**src/rtl/pc_pred_pkg.sv**
```systemverilog
// Shared encodings and the 2-bit saturating counter step for the fetch-stage PC predictor.
package pc_pred_pkg;

    typedef enum logic [1:0] {
        PCSRC_SEQ    = 2'b00,
        PCSRC_REPAIR = 2'b01,
        PCSRC_ERET   = 2'b10,
        PCSRC_EXC    = 2'b11
    } pcsrc_e;

    typedef enum logic [1:0] {
        CTR_SNT = 2'b00,
        CTR_WNT = 2'b01,
        CTR_WT  = 2'b10,
        CTR_ST  = 2'b11
    } ctr_e;

    function automatic ctr_e sat_ctr_next(input ctr_e ctr, input logic taken);
        ctr_e nxt;
        nxt = ctr;
        case (ctr)
            CTR_SNT: nxt = taken ? CTR_WNT : CTR_SNT;
            CTR_WNT: nxt = taken ? CTR_WT  : CTR_SNT;
            CTR_WT:  nxt = taken ? CTR_ST  : CTR_WNT;
            CTR_ST:  nxt = taken ? CTR_ST  : CTR_WT;
            default: nxt = ctr;
        endcase
        return nxt;
    endfunction

endpackage

```
**src/rtl/pc_pred_btb.sv**
```systemverilog
// Direct-mapped BTB: valid/tag/target/counter arrays, one combinational read port,
// one synchronous update port and an invalidate port. Addresses are word addresses.
module pc_pred_btb
    import pc_pred_pkg::*;
#(
    parameter int unsigned WIDTH   = 32,
    parameter int unsigned ENTRIES = 16
) (
    input  logic             i_clk,
    input  logic             i_rst_n,
    input  logic [WIDTH-1:2] i_rd_pc,
    output logic             o_rd_taken,
    output logic [WIDTH-1:0] o_rd_target,
    input  logic             i_upd_en,
    input  logic [WIDTH-1:2] i_upd_pc,
    input  logic             i_upd_taken,
    input  logic [WIDTH-1:0] i_upd_target,
    input  logic             i_inv_en,
    input  logic [WIDTH-1:2] i_inv_pc
);

    localparam int unsigned IDX_W = $clog2(ENTRIES);
    localparam int unsigned TAG_W = WIDTH - IDX_W - 2;

    logic                 valid_q  [ENTRIES];
    logic [TAG_W-1:0]     tag_q    [ENTRIES];
    logic [WIDTH-1:0]     target_q [ENTRIES];
    ctr_e                 ctr_q    [ENTRIES];

    logic [IDX_W-1:0] rd_idx, upd_idx, inv_idx;
    logic [TAG_W-1:0] rd_tag, upd_tag;
    logic             rd_hit, upd_hit;

    assign rd_idx  = i_rd_pc[IDX_W+1:2];
    assign rd_tag  = i_rd_pc[WIDTH-1:IDX_W+2];
    assign upd_idx = i_upd_pc[IDX_W+1:2];
    assign upd_tag = i_upd_pc[WIDTH-1:IDX_W+2];
    assign inv_idx = i_inv_pc[IDX_W+1:2];

    assign rd_hit      = valid_q[rd_idx] && (tag_q[rd_idx] == rd_tag);
    assign upd_hit     = valid_q[upd_idx] && (tag_q[upd_idx] == upd_tag);
    assign o_rd_taken  = rd_hit && ctr_q[rd_idx][1];
    assign o_rd_target = target_q[rd_idx];

    // Reads are taken from the current arrays, so a same-index update is seen next cycle.
    always_ff @(posedge i_clk or negedge i_rst_n) begin
        if (!i_rst_n) begin
            for (int unsigned i = 0; i < ENTRIES; i++) begin
                valid_q[i]  <= 1'b0;
                tag_q[i]    <= '0;
                target_q[i] <= '0;
                ctr_q[i]    <= CTR_WNT;
            end
        end else begin
            if (i_upd_en) begin
                if (upd_hit) begin
                    ctr_q[upd_idx] <= sat_ctr_next(ctr_q[upd_idx], i_upd_taken);
                    if (i_upd_taken) begin
                        target_q[upd_idx] <= i_upd_target;
                    end
                end else if (i_upd_taken) begin
                    valid_q[upd_idx]  <= 1'b1;
                    tag_q[upd_idx]    <= upd_tag;
                    target_q[upd_idx] <= i_upd_target;
                    ctr_q[upd_idx]    <= CTR_WT;
                end
            end
            if (i_inv_en) begin
                valid_q[inv_idx] <= 1'b0;
            end
        end
    end

endmodule

```
**src/rtl/pc_pred_unit.sv**
```systemverilog
// Fetch-stage next-PC generator: PC register, BTB prediction, EX repair, exception/ERET redirect.
// Optional statistics counters are built when PC_PRED_STATS_EN is defined.
module pc_pred_unit
    import pc_pred_pkg::*;
#(
    parameter int unsigned      WIDTH      = 32,
    parameter int unsigned      ENTRIES    = 16,
    parameter logic [WIDTH-1:0] RESET_PC   = 32'h0000_0000,
    parameter logic [WIDTH-1:0] EXC_VECTOR = 32'h8000_0180
) (
    input  logic             i_clk,
    input  logic             i_rst_n,
    input  logic             i_stall,
    output logic [WIDTH-1:0] o_pc,
    output logic             o_pred_taken,
    output logic [WIDTH-1:0] o_pred_target,
    input  logic             i_res_valid,
    input  logic             i_res_is_br,
    input  logic [WIDTH-1:0] i_res_pc,
    input  logic             i_res_taken,
    input  logic [WIDTH-1:0] i_res_target,
    input  logic             i_res_pred_taken,
    input  logic [WIDTH-1:0] i_res_pred_target,
    input  logic             i_exception,
    input  logic             i_eret,
    input  logic [WIDTH-1:0] i_epc,
    output logic             o_flush,
    output logic [1:0]       o_pcsrc
`ifdef PC_PRED_STATS_EN
    ,
    output logic [31:0]      o_stat_lookups,
    output logic [31:0]      o_stat_mispred
`endif
);

    localparam logic [WIDTH-1:0] PC_STEP = WIDTH'(4);

    logic [WIDTH-1:0] pc_q, pc_d;
    logic             btb_taken;
    logic [WIDTH-1:0] btb_target;
    logic             mispred;
    pcsrc_e           pcsrc;

    pc_pred_btb #(
        .WIDTH   (WIDTH),
        .ENTRIES (ENTRIES)
    ) u_btb (
        .i_clk        (i_clk),
        .i_rst_n      (i_rst_n),
        .i_rd_pc      (pc_q[WIDTH-1:2]),
        .o_rd_taken   (btb_taken),
        .o_rd_target  (btb_target),
        .i_upd_en     (i_res_valid & i_res_is_br),
        .i_upd_pc     (i_res_pc[WIDTH-1:2]),
        .i_upd_taken  (i_res_taken),
        .i_upd_target (i_res_target),
        .i_inv_en     (i_res_valid & ~i_res_is_br & i_res_pred_taken),
        .i_inv_pc     (i_res_pc[WIDTH-1:2])
    );

    assign o_pc          = pc_q;
    assign o_pred_taken  = btb_taken;
    assign o_pred_target = btb_taken ? btb_target : '0;

    // An aliased non-branch (taken=0, pred_taken=1) falls out of this as a repair to pc+4.
    assign mispred = i_res_valid &
                     ((i_res_taken != i_res_pred_taken) |
                      (i_res_taken & (i_res_target != i_res_pred_target)));

    always_comb begin
        pc_d    = pc_q;
        pcsrc   = PCSRC_SEQ;
        o_flush = 1'b0;
        if (i_eret) begin
            pc_d  = i_epc;
            pcsrc = PCSRC_ERET;
        end else if (i_exception) begin
            pc_d  = EXC_VECTOR;
            pcsrc = PCSRC_EXC;
        end else if (mispred) begin
            pc_d    = i_res_taken ? i_res_target : (i_res_pc + PC_STEP);
            pcsrc   = PCSRC_REPAIR;
            o_flush = 1'b1;
        end else if (i_stall) begin
            pc_d = pc_q;
        end else if (btb_taken) begin
            pc_d = btb_target;
        end else begin
            pc_d = pc_q + PC_STEP;
        end
    end

    assign o_pcsrc = pcsrc;

    always_ff @(posedge i_clk or negedge i_rst_n) begin
        if (!i_rst_n) begin
            pc_q <= RESET_PC;
        end else begin
            pc_q <= pc_d;
        end
    end

`ifdef PC_PRED_STATS_EN
    logic [31:0] lookups_q, mispred_cnt_q;

    always_ff @(posedge i_clk or negedge i_rst_n) begin
        if (!i_rst_n) begin
            lookups_q     <= '0;
            mispred_cnt_q <= '0;
        end else begin
            if (!i_stall) lookups_q <= lookups_q + 32'd1;
            if (mispred)  mispred_cnt_q <= mispred_cnt_q + 32'd1;
        end
    end

    assign o_stat_lookups = lookups_q;
    assign o_stat_mispred = mispred_cnt_q;
`endif

endmodule

```
**config.mk**
```make
export PLATFORM = sky130hd
export DESIGN_NAME = pc_pred_unit
export DESIGN_NICKNAME = d
export VERILOG_FILES = /design/src/rtl/pc_pred_pkg.sv /design/src/rtl/pc_pred_btb.sv /design/src/rtl/pc_pred_unit.sv
export SDC_FILE = /design/constraint.sdc
export NUM_CORES = 2
export LEC_CHECK = 0
export ABC_AREA = 0
export ABC_CLOCK_PERIOD_IN_PS = 12900
export BUFFER_PORTS_ARGS = -buffer_cell sky130_fd_sc_hd__buf_2
export CAP_MARGIN = 10
export CORE_UTILIZATION = 45
export CTS_CLUSTER_DIAMETER = 200
export DETAILED_ROUTE_END_ITERATION = 6
export SETUP_SLACK_MARGIN = 0.02
export SYNTH_ARGS = -nofsm -noshare
export SYNTH_HDL_FRONTEND = slang
export SYNTH_HIERARCHICAL = 1
export SYNTH_SLANG_ARGS = --single-unit
```
**constraint.sdc**
```tcl
create_clock -name i_clk -period 12.9 [get_ports i_clk]
set_clock_uncertainty 0.15 [all_clocks]
set_input_delay 1.29 -clock i_clk [delete_from_list [all_inputs] [get_ports i_clk]]
set_output_delay 1.29 -clock i_clk [all_outputs]
set_load 0.1 [all_outputs]
```
# Yosys cells after proc, flatten, opt, wreduce, memory -nomap -nowiden
# Index checks and enable logic that the tools add are counted.
# op_classes
n_lt_le_gt_ge	3
muxes	58
addsub	2
bitwise	16
n_eq_ne	8
reduce_logical	9
# ops
cell	count
512-bit bitwise mux	1
416-bit bitwise mux	1
32-bit 2-to-1 mux	12
26-bit binary-select mux with 4-bit select	2
26-bit 2-to-1 mux	5
32-bit binary-select mux with 4-bit select	1
32-bit demux with 4-bit select	1
26-bit demux with 4-bit select	1
32-bit by 3-bit adder with 32-bit output, second input constant	2
16-bit 2-to-1 mux	4
26-bit == test	2
16-bit AND	2
32-bit bitwise mux	1
32-bit != test	1
16-bit inverter	2
16-bit bitwise OR	2
2-bit 2-to-1 mux	11
2-bit binary-select mux with 4-bit select	2
1-bit 2-to-1 mux	11
5-bit >= comparator, second input constant	2
4-bit inverter with 5-bit output	2
1-bit binary-select mux with 4-bit select	2
2-bit demux with 4-bit select	1
2-bit one-hot mux with 4 select lines	1
14 further kinds	24
# word_totals
output_inout_bits	68
inputBits	137
word_cells	161
regBits	1008

# Logic depth before layout (Yosys ltp)
# depth
word_depth	12
ltp_mapped	20
mapped_depth_nobuf	14

# By module
# Netlist, hierarchy kept.
# modules_own_cells
mod	area_each_um2	seq_area_each_um2	cells_per_inst	instances
pc_pred_btb	48621.6	24443.4	3101	1
pc_pred_unit	4085.2	800.8	545	1

# Worst setup path after synthesis
# No wires, ideal clock.
# synth_timing
kind	reg-to-output
start	reg pc_q[2], in the netlist o_pc[2]
end	out o_pred_target[0]
arrival_ns	8.173
setup_slack_ns	3.287
path_buffers	6
path_stages_with_launch	13
required_time_ns	11.460
cell_sequence	dfrtp_1 > clkbuf_1 > buf_1 > buf_1 > mux4_2 > mux4_2 > xnor2_1 > nand4_1 > nor4_1 > clkbuf_1 > clkbuf_1 > clkbuf_1 > and2_1
# synth_via
elab_chain_len	8
elab_cells_between_ends	17
cone_classes	eq/ne (1); mux (13); bitwise (1); reduce/logical (2)
# synth_lines
item	line_no	rtl
start: declaration	pc_pred_unit.sv:38	logic [WIDTH-1:0] pc_q, pc_d;
start signal: assignment	pc_pred_unit.sv:99	pc_q <= pc_d;
4-bit inverter with 5-bit output (not written as such) *	pc_pred_btb.sv:40, pc_pred_btb.sv:42	
26-bit binary-select mux with 4-bit select	pc_pred_btb.sv:40	assign rd_hit = valid_q[rd_idx] && (tag_q[rd_idx] == rd_tag);
26-bit 2-to-1 mux (not written as such) (2 in series)	pc_pred_btb.sv:40	
26-bit == test	pc_pred_btb.sv:40	
1-bit logical AND	pc_pred_btb.sv:40	
1-bit logical AND *	pc_pred_btb.sv:42	assign o_rd_taken = rd_hit && ctr_q[rd_idx][1];
via o_pred_taken	pc_pred_unit.sv:15	output logic o_pred_taken,
32-bit 2-to-1 mux *	pc_pred_unit.sv:63	assign o_pred_target = btb_taken ? btb_target : '0;
end: declaration	pc_pred_unit.sv:16	output logic [WIDTH-1:0] o_pred_target,
# Mark *: on every way through the listed nets, which the timed path passes. The rest lies on a longest branch. The select of a mux whose other input is x is not followed.

# Worst setup path after layout
# layout_timing
start	reg pc_q[2], in the netlist o_pc[2]
end	out o_pred_target[15]
# layout_via
elab_chain_len	8
elab_cells_between_ends	17
cone_classes	eq/ne (1); mux (13); bitwise (1); reduce/logical (2)
# layout_lines
item	line_no
4-bit inverter with 5-bit output (not written as such) *	pc_pred_btb.sv:40, pc_pred_btb.sv:42, pc_pred_btb.sv:43
26-bit binary-select mux with 4-bit select	pc_pred_btb.sv:40
26-bit 2-to-1 mux (not written as such) (2 in series)	pc_pred_btb.sv:40
26-bit == test	pc_pred_btb.sv:40
1-bit logical AND	pc_pred_btb.sv:40
1-bit logical AND	pc_pred_btb.sv:42
32-bit 2-to-1 mux *	pc_pred_unit.sv:63
# Every way passes the cells marked *; elsewhere a longest branch is shown, timed or not. The select of a mux whose other input is x is not followed.

==> impl_results.md <==
- Achievable Freq: 126.7 MHz
- Final Cell Area: 0.05881 mm²
- Seq/Total Area, Yosys: 47.90%
- Synth Instances: 3646
- Final min period: 7.894 ns
- Mapped Nets: 3785
- Outcome: complete, no violations
- Most frequent cell after synthesis: dfrtp_1
- Relative slew slack: 18.91%
- Top cells by area, synth: dfrtp_1 (47%), mux4_2 (16%), mux2_2 (16%), mux2_1 (4.2%), xnor2_1 (1.6%)
- Area grow syn2layout: 11.58%
- Root buffer cell: clkbuf_16
- Clk_lat worst skew: 0.70 ns
- Post-synth EDFFs: 0
- Sink Count: 1008
- Netlist cell types: 75
- Chip height: 344.2 µm
- Die area: 0.1185 mm²
- R2R setup slack: 6.24 ns
- DR vias/cell: 6.431
- Core area: 0.1162 mm²
- Async SR Flop Fraction: 100.0%
- ANT nets after route: 0
- Fillers: 9939
- Pre-CTS setup slack: 5.139 ns
- Max_cap viols: 0
- Max IR drop VDD: 0.0001226 V
- Leakage: 26.34 nW
- RD Place Congestion: 0.8723
- DP Area: 0.05493 mm²
- Wire length per cell: 32.06 µm
- WP data required: 11.46 ns
- IO Pins: 205
- Nets: 3858
- Cts bufs inserted: 110
- Max clock buf depth: 3
- Post-synthesis register bit count: 1008
- Yosys top cell by area: dfrtp_1
- Critical path class: flop to output port
- Layout cells sized above 1: 44.13%
- Yosys synthesis warning count: 6
- RSZ-0062 raised after global routing: false
- TritonCTS clock tree: yes
- Ys flop type: dfrtp_1
- Synthesized area: 0.05271 mm²
- Final Setup Violations: 0
- Critical path capture point type: output port
- Final setup TNS: 0 ns
- Tcrit/Tclk final: 61.20%
- GRT Total Usage: 29.06%
- Die X: 344.2 µm
- Global-route wire length before repair: 249.3 mm
- Setup bufs post-CTS: 0
- Final Max Slew Viols: 0
- CTS Hold Bufs: 0
- Synth top cells by count: dfrtp_1 (992), mux2_2 (759), mux4_2 (381)
- Worst min path class: flop to flop
- Vias: 34310
- Initial antenna violation count: 18
- DRC violations left: 0
- Starting density of the core: 45.36%
- Worst Setup Start Kind: flop
- Setup ws final: 5.006 ns
- Final hold violations: 0
- Vias in the first global route: 34640
- Actual slew at the worst max-slew pin: 1.212 ns
- Clk slew on worst S/H paths: 0.06 ns
- Final Power: 8.827 mW
- PostCTS Resize Cnt: 0
- Post-Route WL: 171.1 mm
- Gr ovfl total: 0
- DRT Pass-1 Iters: 5
- # port buffers: 204
- Final hold slack: 0.3131 ns
- Crit path DAT: 6.45 ns
- DR iter-0 viols: 3310
- HPWL after DPL: 104.1 mm
- PD cells: 150.1 mW/mm²
- Largest net degree at the start of global routing: 158
- Crit-path max FO: 46
- Row count: 125
- Synthesized area per cell: 14.46 µm²
- Area share of the largest cell type after synthesis: 47.10%
- H-tree Lvls: 3
[report_power, final]
part           switching, mW  leakage (nW)  internal [mW]
combinational          0.775          11.2          0.787
clock                   1.35          1.91           2.03
sequential             0.309          13.2           3.58
[layout by cell type, fill, tap and decap left out, types with 14 or more instances in the layout]
| cell | synthesis | routed |
|---|---|---|
| clkbuf_1 | 191 | 16 |
| a22oi_1 | 38 | 38 |
| xor2_1 | 47 | 47 |
| nand4_1 | 27 | 27 |
| o22ai_1 | 17 | 17 |
| bufinv_16 | 0 | 14 |
| nand2b_1 | 30 | 30 |
| nor3_1 | 38 | 37 |
| mux2_2 | 759 | 759 |
| dfrtp_1 | 992 | 988 |
| mux4_2 | 381 | 381 |
| mux2_1 | 198 | 198 |
| buf_4 | 22 | 76 |
| dfstp_2 | 16 | 16 |
| clkbuf_8 | 0 | 29 |
| and2_1 | 44 | 43 |
| clkinv_2 | 0 | 18 |
| buf_2 | 34 | 200 |
| o21ai_0 | 48 | 47 |
| nor4_1 | 15 | 14 |
| a21oi_1 | 41 | 40 |
| inv_1 | 57 | 57 |
| mux2i_1 | 76 | 76 |
| nand3_1 | 37 | 37 |
| nor2_4 | 2 | 14 |
| nor2_1 | 87 | 74 |
| nand2_1 | 82 | 78 |
| clkbuf_16 | 0 | 112 |
| xnor2_1 | 99 | 99 |
[final timing paths]
| check | from | end | depth (start not counted) |
|---|---|---|---|
| worst max-delay path | o_pc[2] | o_pred_target[15] | 11 |
| worst min-delay path | u_btb/ctr_q[14] | u_btb/ctr_q[14] | 2 |
| worst max register to register | o_pc[2] | o_pc[30] | 15 |
| worst min register to register | u_btb/ctr_q[14] | u_btb/ctr_q[14] | 2 |
| max in group asynchronous | i_rst_n | u_btb/target_q[478] | 3 |
| min in group asynchronous | i_rst_n | u_btb/tag_q[191] | 1 |
[worst max-delay path, cell delays in order (launching register included)]
cell,delay [ns]
dfrtp_4,0.80
buf_4,0.69
buf_4,0.78
mux4_2,0.61
mux4_2,0.49
xor2_1,0.16
nor4_1,0.29
nand4_1,0.17
nor4_2,0.20
buf_4,0.57
and2_1,0.40
buf_2,0.49
[per-stage QoR]
stage	util, %	cells
global route	50.60	5331
global placement	47.27	5131
finish	50.61	5335
CTS	50.60	5331
detailed placement	47.27	5131
floorplan	-	3646
[state kept, by name, indices dropped and copies added (netlist names)]
register / flops
u_btb/tag_q: 416
u_btb/ctr_q: 32
o_pc: 32
u_btb/valid_q: 16
u_btb/target_q: 512
[cell families (layout without fill, tap and decap cells)]
kind of cell | count (synthesis) | in the layout | share of synthesized area (%)
mux | 1414 | 1414 | 38.17
compound gates | 270 | 270 | 3.615
other cells | 0 | 4 | 0
fa+ha+maj | 3 | 3 | 0.06646
xor+xnor | 146 | 146 | 2.426
simple gates | 426 | 426 | 4.532
buf+inv | 379 | 540 | 3.295
flops | 1008 | 1008 | 47.90
[per-layer routing]
layer / routed length (µm) / vias to the layer above / GRT usage [%]
li1: - / 13940 / -
met1: 74940 / 18650 / 42.15
met2: 78180 / 1396 / 44.36
met3: 12230 / 316 / 5.517
met4: 5606 / 14 / 8.757
met5: 95 / - / 0
[layout make-up]
class | count | area, µm² | share of cell area [%]
Antenna cell | 4 | 10.01 | 0.01702
Inverter | 57 | 214.0 | 0.3638
Clock inverter | 44 | 618.1 | 1.051
Timing Repair Buffer | 283 | 1700 | 2.891
Multi-Input combinational cell | 2259 | 25850 | 43.96
Sequential cell | 1008 | 25260 | 42.95
Tap cell | 1524 | 1907 | 3.242
Clock buffer | 156 | 3248 | 5.523
No activity file was read; power rests on OpenSTA's default activity.
